$ cat src/rtl/uart_core.sv
`timescale 1ns/1ps
// Parametrised full-duplex UART: independent TX and RX engines on one clock.
// Optional parity bit in both directions when the UART_PARITY_EN macro is defined.
module uart_core #(
    parameter int CLK_FREQ   = 50_000_000,
    parameter int BAUD       = 115200,
    parameter int DATA_BITS  = 8,
    parameter int STOP_BITS  = 1,
    parameter int PARITY_ODD = 0
) (
    input  logic                 clk,
    input  logic                 rst,
    input  logic [DATA_BITS-1:0] tx_data,
    input  logic                 tx_start,
    output logic                 tx_busy,
    output logic                 tx_done,
    output logic                 txd,
    input  logic                 rxd,
    output logic [DATA_BITS-1:0] rx_data,
    output logic                 rx_valid,
    output logic                 rx_frame_err,
    output logic                 rx_parity_err
);

    localparam int CPB = CLK_FREQ / BAUD;
    localparam int CW  = $clog2(CPB);
    localparam logic [CW-1:0] BIT_LAST  = CW'(CPB - 1);
    localparam logic [CW-1:0] BIT_HALF  = CW'(CPB / 2);
    localparam logic [3:0]    DATA_LAST = 4'(DATA_BITS - 1);
    localparam logic [3:0]    STOP_LAST = 4'(STOP_BITS - 1);
`ifdef UART_PARITY_EN
    localparam logic ODD = (PARITY_ODD != 0);
`endif

    typedef enum logic [2:0] {TX_IDLE, TX_START, TX_DATA, TX_PARITY, TX_STOP} tx_state_t;
    typedef enum logic [2:0] {RX_IDLE, RX_START, RX_DATA, RX_PARITY, RX_STOP, RX_WAIT_HIGH} rx_state_t;

    tx_state_t              tx_state, tx_state_n;
    logic [CW-1:0]          tx_cnt, tx_cnt_n;
    logic [3:0]             tx_idx, tx_idx_n;
    logic [DATA_BITS-1:0]   tx_shift, tx_shift_n;
    logic                   txd_q, txd_n;
    logic                   tx_bit_end, tx_accept;
`ifdef UART_PARITY_EN
    logic                   tx_par, tx_par_n;
`endif

    // The last stop cycle is already "not busy" so a new request lands with no idle gap.
    assign tx_bit_end = (tx_cnt == BIT_LAST);
    assign tx_done    = (tx_state == TX_STOP) && (tx_idx == STOP_LAST) && tx_bit_end;
    assign tx_busy    = (tx_state != TX_IDLE) && !tx_done;
    assign tx_accept  = tx_start && !tx_busy;
    assign txd        = txd_q;

    always_ff @(posedge clk) begin
        if (rst) begin
            tx_state <= TX_IDLE;
            tx_cnt   <= '0;
            tx_idx   <= '0;
            tx_shift <= '0;
            txd_q    <= 1'b1;
`ifdef UART_PARITY_EN
            tx_par   <= 1'b0;
`endif
        end else begin
            tx_state <= tx_state_n;
            tx_cnt   <= tx_cnt_n;
            tx_idx   <= tx_idx_n;
            tx_shift <= tx_shift_n;
            txd_q    <= txd_n;
`ifdef UART_PARITY_EN
            tx_par   <= tx_par_n;
`endif
        end
    end

    always_comb begin
        tx_state_n = tx_state;
        tx_cnt_n   = tx_bit_end ? '0 : tx_cnt + 1'b1;
        tx_idx_n   = tx_idx;
        tx_shift_n = tx_shift;
        txd_n      = txd_q;
`ifdef UART_PARITY_EN
        tx_par_n   = tx_par;
`endif
        case (tx_state)
            TX_IDLE: begin
                tx_cnt_n = '0;
                txd_n    = 1'b1;
            end
            TX_START: if (tx_bit_end) begin
                tx_state_n = TX_DATA;
                tx_idx_n   = '0;
                txd_n      = tx_shift[0];
            end
            TX_DATA: if (tx_bit_end) begin
                tx_shift_n = tx_shift >> 1;
                if (tx_idx == DATA_LAST) begin
`ifdef UART_PARITY_EN
                    tx_state_n = TX_PARITY;
                    txd_n      = tx_par;
`else
                    tx_state_n = TX_STOP;
                    tx_idx_n   = '0;
                    txd_n      = 1'b1;
`endif
                end else begin
                    tx_idx_n = tx_idx + 1'b1;
                    txd_n    = tx_shift[1];
                end
            end
            TX_PARITY: if (tx_bit_end) begin
                tx_state_n = TX_STOP;
                tx_idx_n   = '0;
                txd_n      = 1'b1;
            end
            TX_STOP: if (tx_bit_end) begin
                if (tx_idx == STOP_LAST) tx_state_n = TX_IDLE;
                else                     tx_idx_n   = tx_idx + 1'b1;
                txd_n = 1'b1;
            end
            default: tx_state_n = TX_IDLE;
        endcase
        if (tx_accept) begin
            tx_state_n = TX_START;
            tx_cnt_n   = '0;
            tx_shift_n = tx_data;
            txd_n      = 1'b0;
`ifdef UART_PARITY_EN
            tx_par_n   = (^tx_data) ^ ODD;
`endif
        end
    end

    rx_state_t              rx_state, rx_state_n;
    logic                   rx_s1, rx_s2, rx_prev;
    logic [CW-1:0]          rx_cnt, rx_cnt_n;
    logic [3:0]             rx_idx, rx_idx_n;
    logic [DATA_BITS-1:0]   rx_shift, rx_shift_n;
    logic [DATA_BITS-1:0]   rx_data_q, rx_data_n;
    logic                   rx_valid_q, rx_valid_n;
    logic                   rx_ferr_q, rx_ferr_n;
    logic                   rx_bit_end;
`ifdef UART_PARITY_EN
    logic                   rx_par_bit, rx_par_bit_n;
    logic                   rx_perr_q, rx_perr_n;
    assign rx_parity_err = rx_perr_q;
`else
    assign rx_parity_err = 1'b0;
`endif

    assign rx_bit_end   = (rx_cnt == BIT_LAST);
    assign rx_data      = rx_data_q;
    assign rx_valid     = rx_valid_q;
    assign rx_frame_err = rx_ferr_q;

    always_ff @(posedge clk) begin
        if (rst) begin
            rx_s1      <= 1'b1;
            rx_s2      <= 1'b1;
            rx_prev    <= 1'b1;
            rx_state   <= RX_IDLE;
            rx_cnt     <= '0;
            rx_idx     <= '0;
            rx_shift   <= '0;
            rx_data_q  <= '0;
            rx_valid_q <= 1'b0;
            rx_ferr_q  <= 1'b0;
`ifdef UART_PARITY_EN
            rx_par_bit <= 1'b0;
            rx_perr_q  <= 1'b0;
`endif
        end else begin
            rx_s1      <= rxd;
            rx_s2      <= rx_s1;
            rx_prev    <= rx_s2;
            rx_state   <= rx_state_n;
            rx_cnt     <= rx_cnt_n;
            rx_idx     <= rx_idx_n;
            rx_shift   <= rx_shift_n;
            rx_data_q  <= rx_data_n;
            rx_valid_q <= rx_valid_n;
            rx_ferr_q  <= rx_ferr_n;
`ifdef UART_PARITY_EN
            rx_par_bit <= rx_par_bit_n;
            rx_perr_q  <= rx_perr_n;
`endif
        end
    end

    // The cycle that detects the falling edge counts as bit-time 0, so START samples mid-bit.
    always_comb begin
        rx_state_n = rx_state;
        rx_cnt_n   = rx_bit_end ? '0 : rx_cnt + 1'b1;
        rx_idx_n   = rx_idx;
        rx_shift_n = rx_shift;
        rx_data_n  = rx_data_q;
        rx_valid_n = 1'b0;
        rx_ferr_n  = rx_ferr_q;
`ifdef UART_PARITY_EN
        rx_par_bit_n = rx_par_bit;
        rx_perr_n    = rx_perr_q;
`endif
        case (rx_state)
            RX_IDLE: begin
                rx_cnt_n = CW'(1);
                if (rx_prev && !rx_s2) rx_state_n = RX_START;
            end
            RX_START: if (rx_cnt == BIT_HALF) begin
                rx_cnt_n = '0;
                if (rx_s2) begin
                    rx_state_n = RX_IDLE;
                end else begin
                    rx_state_n = RX_DATA;
                    rx_idx_n   = '0;
                end
            end
            RX_DATA: if (rx_bit_end) begin
                rx_shift_n = {rx_s2, rx_shift[DATA_BITS-1:1]};
                if (rx_idx == DATA_LAST) begin
`ifdef UART_PARITY_EN
                    rx_state_n = RX_PARITY;
`else
                    rx_state_n = RX_STOP;
`endif
                end else begin
                    rx_idx_n = rx_idx + 1'b1;
                end
            end
            RX_PARITY: if (rx_bit_end) begin
`ifdef UART_PARITY_EN
                rx_par_bit_n = rx_s2;
`endif
                rx_state_n = RX_STOP;
            end
            RX_STOP: if (rx_bit_end) begin
                rx_data_n  = rx_shift;
                rx_valid_n = 1'b1;
                rx_ferr_n  = !rx_s2;
`ifdef UART_PARITY_EN
                rx_perr_n  = rx_par_bit ^ (^rx_shift) ^ ODD;
`endif
                rx_state_n = rx_s2 ? RX_IDLE : RX_WAIT_HIGH;
            end
            RX_WAIT_HIGH: if (rx_s2) rx_state_n = RX_IDLE;
            default: rx_state_n = RX_IDLE;
        endcase
    end

endmodule
$ cat config.mk
export PLATFORM = sky130hd
export DESIGN_NAME = uart_core
export DESIGN_NICKNAME = d
export VERILOG_FILES = /design/src/rtl/uart_core.sv
export SDC_FILE = /design/constraint.sdc
export NUM_CORES = 1
export LEC_CHECK = 0
export ABC_CLOCK_PERIOD_IN_PS = 2600
export CORE_MARGIN = 3
export CORE_UTILIZATION = 50
export CTS_CLUSTER_DIAMETER = 80
export DETAILED_ROUTE_END_ITERATION = 16
export HOLD_SLACK_MARGIN = 0.1
export PLACE_DENSITY = 0.71
export SLEW_MARGIN = 20
export SYNTH_ARGS = -nofsm -noshare
export SYNTH_HDL_FRONTEND = slang
export SYNTH_SLANG_ARGS = --single-unit
export TNS_END_PERCENT = 20
$ cat constraint.sdc
create_clock -name clk -period 2.6 [get_ports clk]
set_clock_uncertainty 0.15 [all_clocks]
set_input_delay 0.65 -clock clk [delete_from_list [all_inputs] [get_ports clk]]
set_output_delay 0.65 -clock clk [all_outputs]
set_load 0.1 [all_outputs]
==> impl_metrics.csv <==
group,metric,value,unit
die,die_h,83.7,um
layout,final_cells,434,
timing,period_needed,2.57,ns
die,boundaryPins,26,
synth,syn_area,3020,um2
layout,antenna_cells,0,
cts,cts.sinks,62,
setup_path,path_max_fanout,7,
synth,synth_nets,355,
detailed_routing,drtAntennaViolNets,0,
detailed_routing,wl_per_cell,14.7,um
cts,cts-buffers-inserted,9,
grt,grt_overflow,0,
power,power_density,608,nW/um2
detailed_routing,drt-initial-drc-count,139,
grt,grt_pass1_vias,2406,
synth,yosysTopAreaCell,"dfxtp_1",
setup_path,cp-end-kind,"primary output",
setup_path,crit_type,"reg -> out",
die,dieArea,7010,um2
timing,relSlewSlack,0.646,
cts,cts-root-buf,"clkbuf_8",
timing,tightestPinTransition,0.528,ns
setup_path,worstPathArrival,1.77,ns
cts,hold_buffers,0,
timing,hold_viol_final,0,
placement,dp_slack,0.260,ns
synth,synth.area.top_cells,"dfxtp_1 (41%), mux2i_1 (7.0%), nor2_1 (5.6%)",
placement,numPortBuffers,24,
grt,grt_max_degree,39,
synth,synth_ff_type,"dfxtp_1",
die,initial_core_util,0.532,
placement,dp_hpwl,4280,um
detailed_routing,drc,0,
hold_path,hp-class,"reg -> reg",
synth,avgSynthCellArea,8.99,um2
timing,maxSlewViolCount,0,
synth,synth_edf_count,0,
placement,globalplace.congestion,0.842,
run,cap_violations,0,
die,num_rows,27,
synth,synth_seq_area_share,0.411,
setup_path,worst-endpoint-required,1.80,ns
synth,ys_ff_latch,62,
detailed_routing,vias,2515,
synth,synthArstFlopShare,0,
cts,cts_tree,"yes",
synth,netlist.area_leader.share,0.411,
power,vdd_drop_max,0.428,mV
die,coreArea,5680,um2
timing,fin_hold_ws,0.271,ns
cts,htree_levels,3,
synth,ys_types,62,
detailed_routing,firstDrtPassIters,4,
timing,finalSetupViolCount,0,
layout,nNetsFinal,377,
cts,cts.path.max_buffers,2,
status,status,"complete, no violations",
grt,antenna_found_initial,0,
die,die_w,83.7,um
cts,clkTransAtPathRegs,0.07,ns
grt,grt_first_pass_wirelength,11000,um
layout,areaGrowthSynthToFinish,17.9,%
power,cellLeakagePower,1.29,nW
placement,dp_cells,417,
synth,netlist_instances,336,
timing,period_share,0.989,
timing,timing.fmax,389,MHz
layout,drive_gt1_frac,0.149,
detailed_routing,wl,6380,um
detailed_routing,routed_via_density,5.79,
cts,clk_latency,0.33,ns
grt,grt_usage,0.189,
timing,setup_slack,0.0279,ns
synth,yosys_warnings,0,
setup_path,cp-start-kind,"register",
-- worst paths after layout --
kind,startpoint,end,slack [ns],depth (start not counted)
worst max-delay path,tx_cnt[7]$_SDFF_PP0_,tx_busy,0.03,5
worst min-delay path,rx_s1$_SDFF_PP1_,rx_s2$_SDFF_PP1_,0.27,1
worst min register to register,rx_s1$_SDFF_PP1_,rx_s2$_SDFF_PP1_,0.27,1
worst max register to register,tx_cnt[7]$_SDFF_PP0_,txd$_SDFFE_PP1P_,0.40,7
-- stage by stage --
step / TNS [ns] / util / instance area [um2] / power (mW)
final: 0 / 0.628 / 3560 / 2.17
after global routing: -0.161 / 0.628 / 3560 / 2.26
after floorplan: -0.0112 / - / 3030 / 1.29
after CTS: 0 / 0.620 / 3520 / 2.18
after detailed placement: 0 / 0.583 / 3310 / 1.37
after global placement: 0 / 0.583 / 3310 / 1.36
-- sequential cells by signal, summed over array words and instances, names as in the netlist, 3 cells and up --
name	flops
rx_cnt	9
rx_data	8
rx_idx	4
rx_shift	8
rx_state	3
tx_cnt	9
tx_idx	4
tx_shift	8
tx_state	3
-- layout by cell type, fill, tap and decap left out, types with 3 or more instances in the layout --
| master | netlist | final |
|---|---|---|
| a211oi_1 | 4 | 4 |
| a21oi_1 | 18 | 18 |
| clkbuf_8 | 0 | 10 |
| a31oi_1 | 5 | 4 |
| nand3b_1 | 4 | 4 |
| o21ai_0 | 6 | 6 |
| buf_4 | 2 | 18 |
| o31ai_1 | 11 | 11 |
| o211ai_1 | 3 | 3 |
| and2_1 | 3 | 3 |
| or2_2 | 3 | 3 |
| nor3_1 | 7 | 7 |
| ha_1 | 7 | 7 |
| inv_1 | 12 | 12 |
| nand2_1 | 12 | 12 |
| nor2_1 | 45 | 44 |
| nand3_1 | 14 | 13 |
| nand4_1 | 4 | 4 |
| xnor2_1 | 11 | 11 |
| xor2_1 | 3 | 3 |
| buf_12 | 0 | 3 |
| dfxtp_1 | 62 | 60 |
| nor3b_1 | 5 | 4 |
| or2_1 | 3 | 3 |
| or3b_1 | 4 | 4 |
| clkdlybuf4s50_1 | 0 | 11 |
| mux2i_1 | 21 | 21 |
-- timing repair --
item | 4_1_cts | 5_1_grt
setup buffers | 1 | 1
setup endpoints to repair | 2 | 2
pin swaps | 1 | 0
gates resized for setup | 2 | 8
-- power by group --
part | internal [mW] | switching, mW | total (mW)
logic | 0.128 | 0.179 | 0.307
clock network | 0.460 | 0.360 | 0.820
registers | 0.987 | 0.0541 | 1.04
-- cells by family after synthesis --
logic type	synth area share
simple gates	0.241
compound gates	0.161
flops	0.411
buf+inv	0.0472
mux	0.0696
xor+xnor	0.0406
fa+ha+maj	0.0290
other cells	0.00124
-- final cells by class --
class / count / area, um2
fillers: 496 / 2110
multi-input cells: 241 / 1690
flip-flops and latches: 62 / 1240
repair buffers: 32 / 305
clock buffers: 11 / 141
well taps: 72 / 90.1
clock inverters: 4 / 47.5
inverters: 12 / 45.0
-- worst max-delay path, cell delays in order (launching register included) --
cell	delay, ns
dfxtp_1	0.40
nor4bb_4	0.34
buf_4	0.21
a31oi_4	0.09
nand2b_2	0.21
buf_12	0.18
-- layer usage --
layer	routed length, um	part of all wire	vias to the layer above	GRT usage
li1	-	-	1256	-
met1	3160	0.50	1195	0.261
met2	2890	0.45	51	0.288
met3	221	0.035	13	0.0464
met4	109	0.017	0	0.0658
met5	0	0	-	0
-- Yosys cell counts, types with 2 or more instances --
cell and instances:
xnor2_1 11, nand3_1 14, or3b_1 4, nand4b_1 2, nand3b_1 4, nand4_1 4, o21bai_1 2, nand2b_1 3
buf_2 9, ha_1 7, buf_4 2, nor2b_1 2, inv_1 12, nor3b_1 5, nor4b_1 2, a211oi_1 4
or2_1 3, mux2i_1 21, o211a_1 2, nor3_1 7, and3b_1 2, a211o_1 2, and4b_1 3, clkbuf_1 10
o21ai_0 6, or2_2 3, o211ai_1 3, o31ai_1 11, nand2_1 12, nor2_1 45, a31oi_1 5, o21a_1 2
dfxtp_1 62, xor2_1 3, a21oi_1 18, and2_1 3
No activity file was read; power rests on OpenSTA's default activity.
